File: config.mk
export PLATFORM = sky130hd
export DESIGN_NAME = run_length_classify
export DESIGN_NICKNAME = d
export VERILOG_FILES = /design/src/rtl/run_length_classify.sv
export SDC_FILE = /design/constraint.sdc
export NUM_CORES = 1
export LEC_CHECK = 0
export BUFFER_PORTS_ARGS = -buffer_cell sky130_fd_sc_hd__buf_2
export CAP_MARGIN = 20
export CELL_PAD_IN_SITES_DETAIL_PLACEMENT = 0
export CELL_PAD_IN_SITES_GLOBAL_PLACEMENT = 1
export CORE_MARGIN = 4
export CORE_UTILIZATION = 50
export CTS_BUF_LIST = sky130_fd_sc_hd__clkbuf_8 sky130_fd_sc_hd__clkbuf_16
export CTS_CLUSTER_SIZE = 40
export DETAILED_ROUTE_END_ITERATION = 6
export GPL_ROUTABILITY_DRIVEN = 0
export PLACE_DENSITY_LB_ADDON = 0.25
export SLEW_MARGIN = 25
export SYNTH_ARGS = -nofsm -noshare
export SYNTH_HDL_FRONTEND = slang
export SYNTH_SLANG_ARGS = --single-unit
File: constraint.sdc
create_clock -name i_clk -period 11.1 [get_ports i_clk]
set_input_delay 0.555 -clock i_clk [delete_from_list [all_inputs] [get_ports i_clk]]
set_output_delay 0.555 -clock i_clk [all_outputs]
set_load 0.05 [all_outputs]
File: src/rtl/run_length_classify.sv
// Run-length classifier for the PWM/OWT receive path.
// Measures runs of equal valid samples, classifies each closed run as
// SHORT/LONG/ERR against programmable windows, and queues the symbols
// in a small FIFO drained through a valid/ready handshake.
module run_length_classify #(
    parameter  int CNT_W      = 10,
    parameter  int FIFO_DEPTH = 4,
    localparam int FIFO_AW    = $clog2(FIFO_DEPTH)
) (
    input  logic               i_clk,
    input  logic               i_rst_n,
    input  logic               i_en,
    input  logic               i_vld,
    input  logic               i_vld_data,
    input  logic [CNT_W-1:0]   i_short_min,
    input  logic [CNT_W-1:0]   i_short_max,
    input  logic [CNT_W-1:0]   i_long_min,
    input  logic [CNT_W-1:0]   i_long_max,
    output logic               o_vld,
    input  logic               i_rdy,
    output logic               o_level,
    output logic [1:0]         o_code,
    output logic [CNT_W-1:0]   o_len,
    output logic [FIFO_AW:0]   o_fifo_cnt,
    output logic               o_ovf,
    input  logic               i_ovf_clr
);

    localparam int         SYM_W      = CNT_W + 3;
    localparam logic [1:0] CODE_SHORT = 2'b01;
    localparam logic [1:0] CODE_LONG  = 2'b10;
    localparam logic [1:0] CODE_ERR   = 2'b11;

    logic [CNT_W-1:0]   r_cnt;
    logic               r_last_vld;
    logic               r_last_data;
    logic               r_ovr_rep;

    logic [SYM_W-1:0]   r_mem [FIFO_DEPTH];
    logic [FIFO_AW-1:0] r_wr_ptr;
    logic [FIFO_AW-1:0] r_rd_ptr;
    logic [FIFO_AW:0]   r_count;
    logic               r_ovf;

    logic [CNT_W-1:0]   w_cnt_inc;
    logic               w_take;
    logic               w_same;
    logic               w_edge;
    logic               w_ovr_hit;
    logic               w_push;
    logic [1:0]         w_class;
    logic [SYM_W-1:0]   w_sym;
    logic               w_full;
    logic               w_pop;
    logic               w_wr;
    logic               w_drop;

    // Saturating increment: the counter sticks at all-ones instead of wrapping.
    assign w_cnt_inc = (r_cnt == {CNT_W{1'b1}}) ? r_cnt : r_cnt + CNT_W'(1);

    assign w_take = i_en & i_vld;
    assign w_same = r_last_vld & (i_vld_data == r_last_data);
    assign w_edge = r_last_vld & (i_vld_data != r_last_data);

    // Overrun compares the saturated next length, so a window reaching
    // all-ones never reports an overrun on a saturated run.
    assign w_ovr_hit = w_take & w_same & ~r_ovr_rep & (w_cnt_inc > i_long_max);
    assign w_push    = w_ovr_hit | (w_take & w_edge & ~r_ovr_rep);

    // Classify the closing run; SHORT window is checked first.
    always_comb begin
        w_class = CODE_ERR;
        if ((i_short_min <= r_cnt) && (r_cnt <= i_short_max)) begin
            w_class = CODE_SHORT;
        end else if ((i_long_min <= r_cnt) && (r_cnt <= i_long_max)) begin
            w_class = CODE_LONG;
        end
    end

    assign w_sym = w_ovr_hit ? {r_last_data, CODE_ERR, w_cnt_inc}
                             : {r_last_data, w_class, r_cnt};

    // Run tracking: start, extend or close the current run on each strobe.
    always_ff @(posedge i_clk or negedge i_rst_n) begin
        if (!i_rst_n) begin
            r_cnt       <= '0;
            r_last_vld  <= 1'b0;
            r_last_data <= 1'b0;
            r_ovr_rep   <= 1'b0;
        end else if (!i_en) begin
            r_cnt      <= '0;
            r_last_vld <= 1'b0;
            r_ovr_rep  <= 1'b0;
        end else if (i_vld) begin
            if (!r_last_vld) begin
                r_cnt       <= CNT_W'(1);
                r_last_data <= i_vld_data;
                r_last_vld  <= 1'b1;
                r_ovr_rep   <= 1'b0;
            end else if (w_same) begin
                r_cnt <= w_cnt_inc;
                if (w_ovr_hit) begin
                    r_ovr_rep <= 1'b1;
                end
            end else begin
                r_cnt       <= CNT_W'(1);
                r_last_data <= i_vld_data;
                r_ovr_rep   <= 1'b0;
            end
        end
    end

    assign w_full = (r_count == (FIFO_AW+1)'(FIFO_DEPTH));
    assign w_pop  = (r_count != '0) & i_rdy;
    assign w_wr   = w_push & (~w_full | w_pop);
    assign w_drop = w_push & w_full & ~w_pop;

    // Symbol storage; a full FIFO still accepts a push when the head leaves.
    always_ff @(posedge i_clk or negedge i_rst_n) begin
        if (!i_rst_n) begin
            for (int i = 0; i < FIFO_DEPTH; i++) begin
                r_mem[i] <= '0;
            end
        end else if (w_wr) begin
            r_mem[r_wr_ptr] <= w_sym;
        end
    end

    // Pointer and occupancy bookkeeping.
    always_ff @(posedge i_clk or negedge i_rst_n) begin
        if (!i_rst_n) begin
            r_wr_ptr <= '0;
            r_rd_ptr <= '0;
            r_count  <= '0;
        end else begin
            if (w_wr) begin
                r_wr_ptr <= r_wr_ptr + FIFO_AW'(1);
            end
            if (w_pop) begin
                r_rd_ptr <= r_rd_ptr + FIFO_AW'(1);
            end
            case ({w_wr, w_pop})
                2'b10:   r_count <= r_count + (FIFO_AW+1)'(1);
                2'b01:   r_count <= r_count - (FIFO_AW+1)'(1);
                default: r_count <= r_count;
            endcase
        end
    end

    // Sticky overflow flag; a drop in the same cycle beats the clear.
    always_ff @(posedge i_clk or negedge i_rst_n) begin
        if (!i_rst_n) begin
            r_ovf <= 1'b0;
        end else if (w_drop) begin
            r_ovf <= 1'b1;
        end else if (i_ovf_clr) begin
            r_ovf <= 1'b0;
        end
    end

    assign o_vld      = (r_count != '0);
    assign o_level    = r_mem[r_rd_ptr][SYM_W-1];
    assign o_code     = r_mem[r_rd_ptr][SYM_W-2 -: 2];
    assign o_len      = r_mem[r_rd_ptr][CNT_W-1:0];
    assign o_fifo_cnt = r_count;
    assign o_ovf      = r_ovf;

endmodule

Yosys cells after proc, flatten, opt, wreduce, memory -nomap -nowiden
Cells that the tools add are included. W data, S select, Z words.

Add/sub/neg operators: 5. Multiply operators: 0. Divide/modulo/power cells: 0. $lt $le $gt $ge: 8. Equality and inequality tests: 9. Shift-type cells: 0. Multiplexer cells: 26. Bitwise logic cells: 19. Reductions and logical operators: 8.

Operator list (count): $bwmux W52 (1); $mux W10 (5); $le A10 B10 Y1 (4); $mux W13 (3); $bmux W13 S2 (1); $demux W13 S2 (1); $and A1 B1 Y1 (12); $mux W1 (12); $mux W12 (1); $add A10 B1 Y10 const B (1); $eq A10 B10 Y1 const B (1); $gt A10 B10 Y1 (1); $ge A3 B3 Y1 const B (2); $not A2 Y3 (2); $pmux W3 S2 (1); $add A2 B1 Y2 const B (2); $ne A4 B3 Y1 const B (1); $reduce_bool A2 Y1 (2); $add A3 B1 Y3 const B (1); $eq A3 B3 Y1 const B (1); $logic_and A1 B1 Y1 (3); $lt A3 B1 Y1 const B (1); $not A1 Y1 (3); $reduce_and A3 Y1 (1); 11 further kinds (12).

Register bits after elaboration: 73. Latch bits: 0. Bits in writable memories: 0. Bits in read-only memories: 0. Input port bits: 47. Output and inout port bits: 18. Logic and storage cells: 87. Memories: 0.

Logic depth before layout (Yosys ltp)
Gate-level depths: netlist of run 1.

Depth after elaboration: 10. Depth in mapped cells: 20. Mapped depth without buffers: 18.

Least setup slack after synthesis of run 1
OpenSTA, ideal clock, no wires.

Path type: register to register. Start: reg r_cnt[0]. End: reg r_count[2], in the netlist o_fifo_cnt[2]. Library setup time: 82 ps. Arrival time: 4308 ps. Data required time: 11018 ps. Path slack: 6710 ps. Stages on the path, launching flop included: 20. Buffers on the path: 1. Period minus slack after synthesis: 4390 ps. Path through: dfrtp_1 > ha_1 > nand3_1 > nor3_1 > nor3_1 > xnor2_1 > ha_1 > a21oi_1 > o21ai_0 > a2111o_1 > a21boi_4 > buf_6 > nor2_4 > inv_1 > ha_1 > inv_1 > fa_1 > xor2_1 > nor2_1 > xor2_1.

Cells in the longest elaborated chain, start to end: 8. Elaborated cells between the ends (all ways): 11. Those cells by class: add/sub: 1; order compare: 1; eq/ne: 3; mux: 2; bitwise: 3; reduce/logical: 1.

Ends and longest elaborated chain: start: declaration (RTL line 34) `logic [CNT_W-1:0] r_cnt;`; start signal: assignment (RTL line 101) `r_cnt <= w_cnt_inc;`; $add A10 B1 Y10 or $eq A10 B10 Y1 (tied branches) (RTL line 59) `assign w_cnt_inc = (r_cnt == {CNT_W{1'b1}}) ? r_cnt : r_cnt + CNT_W'(1);`; $mux W10 * (RTL line 59); $gt A10 B10 Y1 * (RTL line 67) `assign w_ovr_hit = w_take & w_same & ~r_ovr_rep & (w_cnt_inc > i_long_max);`; $and A1 B1 Y1 * (RTL line 67); $or A1 B1 Y1 * (RTL line 68) `assign w_push = w_ovr_hit | (w_take & w_edge & ~r_ovr_rep);`; $and A1 B1 Y1 * (RTL line 115) `assign w_wr = w_push & (~w_full | w_pop);`; $eq A2 B1 Y1 or $eq A2 B2 Y1 (tied branches) (RTL line 142) `case ({w_wr, w_pop})`; $pmux W3 S2 or $reduce_bool A2 Y1 (tied branches); end signal: assignment (RTL line 143) `2'b10: r_count <= r_count + (FIFO_AW+1)'(1);`; end signal: assignment (RTL line 144) `2'b01: r_count <= r_count - (FIFO_AW+1)'(1);`; end signal: assignment (RTL line 145) `default: r_count <= r_count;`; end: declaration (RTL line 42) `logic [FIFO_AW:0] r_count;`.

Mark *: on every way between the ends. The rest lies on a longest branch, timed or not. A chain may end at the register's enable or synchronous reset.

Final worst setup path of run 1
Ends and elaborated chain as after synthesis.

==> metrics.md, run 1 <==
| Metric | Value |
|---|---|
| Worst-path fanout max | `14` |
| Asr flop ratio synth | `100%` |
| Final #Nets | `603` |
| Share of post-route cells with drive strength above 1 | `25.8%` |
| P_leak | `approximately 2.7 nW` |
| Warnings, synthesis | `0` |
| Register area | `about 1800 um2` |
| DRC viols | `0` |
| Number of synthesized flops with an enable pin | `0` |
| Initial Util | `52.3%` |
| Worst EP arrival | `around 5.3 ns` |
| Core area | `between 9000 and 10000 um2` |
| Setup Crit Path Kind | `register to register` |
| Unique masters post-synth | `52` |
| Final ANT Viol Nets | `0` |
| Fin util | `between 50% and 60%` |
| Max Cap Viol | `0` |
| Avg Cell Area, Syn | `between 10 and 15 um2` |
| Slowest cell on the critical path | `nor3_1` |
| WP buf/inv | `2` |
| Total Routing Usage GR | `around a fifth` |
| Status | `completed` |
| Post-Synthesis Cells | `436` |
| Routed vias/inst | `5.59` |
| Slew HR | `37.7%` |
| Hold buffer count at cts | `0` |
| Final setup violation count | `0` |
| Post_cts resized | `0` |
| Worst path cell trace | `ha_1, nand3_1, nor3_1, nor3_1, xnor2_1, ha_1, a21oi_1, o21ai_0, a2111o_1, a21boi_4, nor2_4, inv_1, ha_1, inv_1, fa_1, xor2_1, nor2_1, xor2_1` |
| Tot Pwr | `between 0.0008 and 0.0009 W` |
| DR iter-0 viols | `95` |
| #FFs+latches synth | `73` |
| IO Port Bufs | `between 60 and 70` |
| Family with the most delay on the worst path | `simple AND/OR/NAND/NOR gates` |
| Hold Vio Cnt, Final | `0` |
| CTS tree | `yes` |
| Worst-Margin Slew | `0.934 ns` |
| Worst Skew | `0.00653 ns` |
| Largest net degree at the start of global routing | `74` |
| Worst-Skew Late Latency | `roughly 0.34 ns` |
| Peak per-stage delay on the critical path | `around 0.75 ns` |
| CTS Buf Count | `9` |
| Worst-path clk slew | `about 0.080 ns` |
| Area of the multi-input gates | `2810 um2` |
| Routed Wire Length | `11.0 mm` |
| Commonest cells after routing, fill and taps aside | `dfrtp_1 (73), buf_2 (64), ha_1 (56)` |
| RSZ-0062 raised after global routing | `false` |
| CTS H-tree lvls | `3` |
| Commonest non-fill, non-tap cell in the layout | `dfrtp_1` |
| Register area share after synthesis | `37.3%` |
| Total die area | `around 11000 um2` |
| GRT met1 Usage | `between 20% and 30%` |
| Crit path top cell by count | `ha_1` |
| Cell Area, Synth | `between 4000 and 5000 um2` |
| Hold Path Class | `input pin to register` |
| Die height | `between 100 and 150 um` |
| Top Ports | `between 60 and 70` |
| Max frequency | `198 MHz` |
| HPWL after DPL | `approximately 8.4 mm` |
| Number of global-route vias before repair | `~3700` |
| Cell taking the most area after synthesis | `dfrtp_1` |
| Worst hold margin | `about 0.39 ns` |
| Die Width | `107 um` |
| WL/cell | `roughly 17 um` |
| FILL cells | `roughly 850` |
| First-pass DRT Iterations | `4` |
| Setup TNS | `0 ns` |
| Final min period | `between 5 and 6 ns` |
| Power Dens Cells | `roughly 150 nW/um2` |
| Number of diodes | `0` |
| DP Area | `5290 um2` |
| M2 GR Usage | `33.5%` |
| Grt ovf | `0` |
| Global-route wire length before repair | `~19 mm` |
| Final Max Tran Viols | `0` |
| M3 GR Usage | `roughly 4.8%` |
| Busiest layer in global routing | `met2` |
| Initial antenna violation count | `0` |
| CP endpoint kind | `register` |
| Synth top area cells | `dfrtp_1 (37%), ha_1 (14%), mux4_2 (6.0%), mux2_1 (5.7%), mux2_2 (4.1%)` |
| Root Driver | `clkbuf_8` |
| Post-synth top area share | `roughly 37%` |
| Number of setup buffers added after CTS | `0` |
| Final Cell Area | `~5500 um2` |
| CTS sink count | `73` |
| CP Launch Type | `register` |
| CP required | `approximately 11 ns` |
| Clock buffer depth | `2` |
| Top_reg_cell synth | `dfrtp_1` |
| Row cnt | `35` |
| Post-synthesis net count | `540` |
| Peak VDD IR | `between 0.0001 and 0.00015 V` |
| Area grow syn2layout | `12.7%` |
| Crit share post-route | `between 40% and 50%` |
| Vias post-DR | `3537` |
## Yosys cell counts, drive strengths merged, types with 6 or more instances
cell type / number
dfrtp: 73
ha: 56
mux2: 49
inv: 45
nor2: 22
o21ai: 21
nand3: 18
a21oi: 17
nand2: 17
xnor2: 14
mux4: 13
nand4: 12
buf: 10
nor3: 9
a211oi: 6
## report_power, final
group / internal, W / leakage, nW / switching (W)
Sequential: 0.000305 / 0.985 / 0.0000525
Clock: 0.000138 / 0.115 / 0.0000960
Combinational: 0.000101 / 1.62 / 0.000151
Total: 0.000544 / 2.72 / 0.000299
## worst reg2reg max path, delay by kind of cell, from the launching register on
kind            cells  cell delay, ns
compound gates      4            1.34
xor+xnor            3            0.47
fa+ha+maj           4            1.16
buf+inv             2            0.14
flops               1            0.50
simple gates        5            1.35
## registers in the layout (all words and copies together), names as in the netlist
| register | count |
|---|---|
| r_mem | 52 |
| r_wr_ptr | 2 |
| r_last_data | 1 |
| o_fifo_cnt | 3 |
| r_cnt | 10 |
| r_last_vld | 1 |
| o_ovf | 1 |
| r_ovr_rep | 1 |
| r_rd_ptr | 2 |
## routing by layer
layer / up-vias / share of wire [%]
li1: 1716 / -
met1: 1740 / 47
met2: 70 / 48
met3: 11 / 4.4
met4: 0 / 0.82
met5: - / 0
## layout make-up
type | instances | share of cell area, %
tap | 129 | 2.92
clock inverter | 5 | 1.41
sequential | 73 | 33.1
timing repair buffer | 65 | 5.94
inverter | 45 | 3.06
multi-input combinational | 305 | 50.8
clock buffer | 11 | 2.74
## stage by stage
step / worst slack, ns / std cells
floorplan: 6.71 / 436
global placement: 6.27 / 617
detailed placement: 6.08 / 617
CTS: 6.07 / 633
global route: 5.65 / 633
finish: 6.05 / 633
## cell families after synthesis
logic type	synth area share [%]
DFF	37.3
and+or+nand+nor	10.2
AOI/OAI and AO/OA	10.9
adders and majority gates	14.7
buffers and inverters	5.39
muxes	18.3
xor gates and xnor gates	3.19
## worst paths after layout
| check | slack, ns | depth (start not counted) | startpoint | endpoint |
|---|---|---|---|---|
| setup / recovery | 6.05 | 18 | r_cnt[0] | o_fifo_cnt[2] |
| hold / removal | 0.39 | 2 | i_ovf_clr | o_ovf |
| setup reg to reg | 6.05 | 18 | r_cnt[0] | o_fifo_cnt[2] |
| hold reg to reg | 0.48 | 1 | r_mem[31] | r_mem[31] |
| max in group asynchronous | 10.09 | 2 | i_rst_n | o_fifo_cnt[1] |
| min in group asynchronous | 0.40 | 2 | i_rst_n | r_cnt[6] |
Power figures use the tool's default switching activity.
==> run 2: changes to the inputs <==
- CORE_UTILIZATION: 50 -> 42
- clock period: 11.1 -> 4.4 ns (I/O delays scaled with it)
==> metrics.md, run 2 (synthesis gave the netlist of run 1 again) <==
| Metric | Value |
|---|---|
| Hold Path Class | `input pin to register` |
| Global-route wire length before repair | `18.8 mm (+1.5%)` |
| Die Width | `116 um (+8.4%)` |
| Largest register FFs | `52 (unchanged)` |
| Largest net degree at the start of global routing | `42 (-43%)` |
| Final #Nets | `613 (+1.7%)` |
| Crit share post-route | `93.0% (+47 points)` |
| Number of diodes | `0 (unchanged)` |
| Final min period | `4.09 ns (-0.960 ns)` |
| Area of the multi-input gates | `2820 um2 (+0.36%)` |
| CTS sink count | `73 (unchanged)` |
| CTS tree | `yes` |
| DRC viols | `0 (unchanged)` |
| WL/cell | `17.7 um (+1.8%)` |
| Commonest cells after routing, fill and taps aside | `dfrtp_1 (72), buf_2 (63), ha_1 (56)` |
| R2r endpoint | `o_fifo_cnt[2]` |
| Final ANT Viol Nets | `0 (unchanged)` |
| CP endpoint kind | `register` |
| Worst Reg2Reg Path Length in Cells | `18 (unchanged)` |
| Vias post-DR | `3649 (+3.2%)` |
| Final setup violation count | `0 (unchanged)` |
| Worst-path fanout max | `7 (-7)` |
| HPWL after DPL | `8.91 mm (+5.7%)` |
| Commonest non-fill, non-tap cell in the layout | `dfrtp_1` |
| Grt ovf | `0 (unchanged)` |
| Reg2reg start | `r_cnt[0]` |
| Root Driver | `clkbuf_16` |
| Row cnt | `39 (+11%)` |
| Worst EP arrival | `4.34 ns (-0.98 ns)` |
| Crit path capture | `o_fifo_cnt[2]` |
| Total die area | `13500 um2 (+18%)` |
| First-pass DRT Iterations | `4 (unchanged)` |
| Biggest register | `r_mem` |
| Routed vias/inst | `5.55 (-0.60%)` |
| Peak VDD IR | `0.000402 V (+200%)` |
| DR iter-0 viols | `156 (+64%)` |
| Register area | `1830 um2 (about the same)` |
| Total Routing Usage GR | `18.3% (-2.5 points)` |
| Area grow syn2layout | `16.9%` |
| CP startpoint | `r_cnt[0]` |
| Worst-Margin Slew | `0.753 ns (-0.181 ns)` |
| Share of post-route cells with drive strength above 1 | `27.6% (+1.8 points)` |
| Max Cap Viol | `0 (unchanged)` |
| Initial Util | `42.9% (-9.4 points)` |
| Die height | `116 um (+8.4%)` |
| Setup Crit Path Kind | `register to register` |
| CTS Buf Count | `9 (unchanged)` |
| Worst-Skew Late Latency | `0.33 ns (about the same)` |
| Fin util | `50.1% (-8.8 points)` |
| Status | `completed` |
| FILL cells | `1092 (+29%)` |
| Hold Vio Cnt, Final | `0 (unchanged)` |
| R2R Setup Slk | `0.31 ns (-5.74 ns)` |
| Setup TNS | `0 ns (unchanged)` |
| Slew HR | `49.7% (+12 points)` |
| Power Dens Cells | `410 nW/um2 (+170%)` |
| Core area | `11400 um2 (+22%)` |
| P_leak | `2.81 nW (+3.6%)` |
| CP required | `4.64 ns (-6.73 ns)` |
| Worst Skew | `0.00650 ns (-0.0000264 ns)` |
| RSZ-0062 raised after global routing | `false` |
| Routed Wire Length | `11.6 mm (+5.7%)` |
| Clock buffer depth | `2 (unchanged)` |
| Final Max Tran Viols | `0 (unchanged)` |
| IO Port Bufs | `64 (unchanged)` |
| CTS H-tree lvls | `3 (unchanged)` |
| CP Launch Type | `register` |
| Number of global-route vias before repair | `3656 (-0.92%)` |
| Worst-path clk slew | `0.06 ns (-0.02 ns)` |
| Max frequency | `244 MHz (+23%)` |
| Top Ports | `65 (unchanged)` |
| Initial antenna violation count | `0 (unchanged)` |
run 2: changes by cell type in the layout (fill, tap and decap cells not counted), sizes merged:
cell	before	now
buf	65	74
clkinvlp	1	0
clkbuf	11	9
dlygate4sd3	0	1
inv	45	48
run 2: stage by stage:
| stage | hold WS (ns) | instance area [um2] | total power [W] | setup WS, ns | std cells |
|---|---|---|---|---|---|
| after floorplan | -0.0756 | 4900 | 0.00139 | 0.0100 | 436 |
| after global placement | 0.409 | 5380 | 0.00155 | 0.354 | 640 |
| after detailed placement | 0.411 | 5380 | 0.00157 | 0.234 | 640 |
| after CTS | 0.0637 | 5700 | 0.00237 | 0.252 | 656 |
| after global routing | 0.0741 | 5730 | 0.00247 | 0.0327 | 657 |
| final | 0.0783 | 5730 | 0.00235 | 0.307 | 657 |
run 2: layer usage:
layer  GRT usage [%]  routed length (um)
met5               0                   0
met4            4.33                 116
met3            3.55                 487
met2            29.0                5620
met1            26.0                5410
run 2: worst max-delay path: stages (launching register included):
cell and delay [ns]:
dfrtp_1 0.36, ha_1 0.23, nand3_1 0.24, or3_4 0.50
nand3_1 0.13, o21a_1 0.16, ha_1 0.25, a211oi_1 0.21
nor2_1 0.11, a2111o_1 0.46, a21boi_4 0.23, nor2_4 0.06
inv_1 0.05, ha_1 0.17, inv_1 0.06, fa_1 0.37
xor2_1 0.15, nor2_1 0.11, xor2_1 0.16
run 2: layout make-up:
| class | count | share of cell area (%) |
|---|---|---|
| clock buffer | 9 | 3.93 |
| multi-input combinational | 305 | 49.2 |
| tap | 143 | 3.13 |
| clock inverter | 7 | 1.75 |
| inverter | 45 | 2.95 |
| sequential | 73 | 31.9 |
| timing repair buffer | 75 | 7.12 |
run 2: power breakdown:
group | total, W | switching, W | leakage, nW | internal [W]
clock | 0.000788 | 0.000286 | 0.161 | 0.000502
combinational | 0.000652 | 0.000393 | 1.67 | 0.000259
sequential | 0.000905 | 0.000134 | 0.984 | 0.000771
total | 0.00235 | 0.000813 | 2.81 | 0.00153
run 2: worst min-delay path by stage:
stage,cells after the start,endpoint,start
3_5_place_dp,1,r_mem[33],i_rst_n
5_1_grt,2,o_ovf,i_ovf_clr
2_1_floorplan,0,o_fifo_cnt[0],i_rst_n
6_report,2,o_ovf,i_ovf_clr
4_1_cts,1,r_mem[33],i_rst_n
3_3_place_gp,1,r_mem[33],i_rst_n
run 2: timing repair:
item,in CTS,in global routing
endpoints found under the setup margin,0,1
buffers inserted,0,0
gates resized for setup,0,2
hold endpoints to repair,0,40
hold buffers,0,1
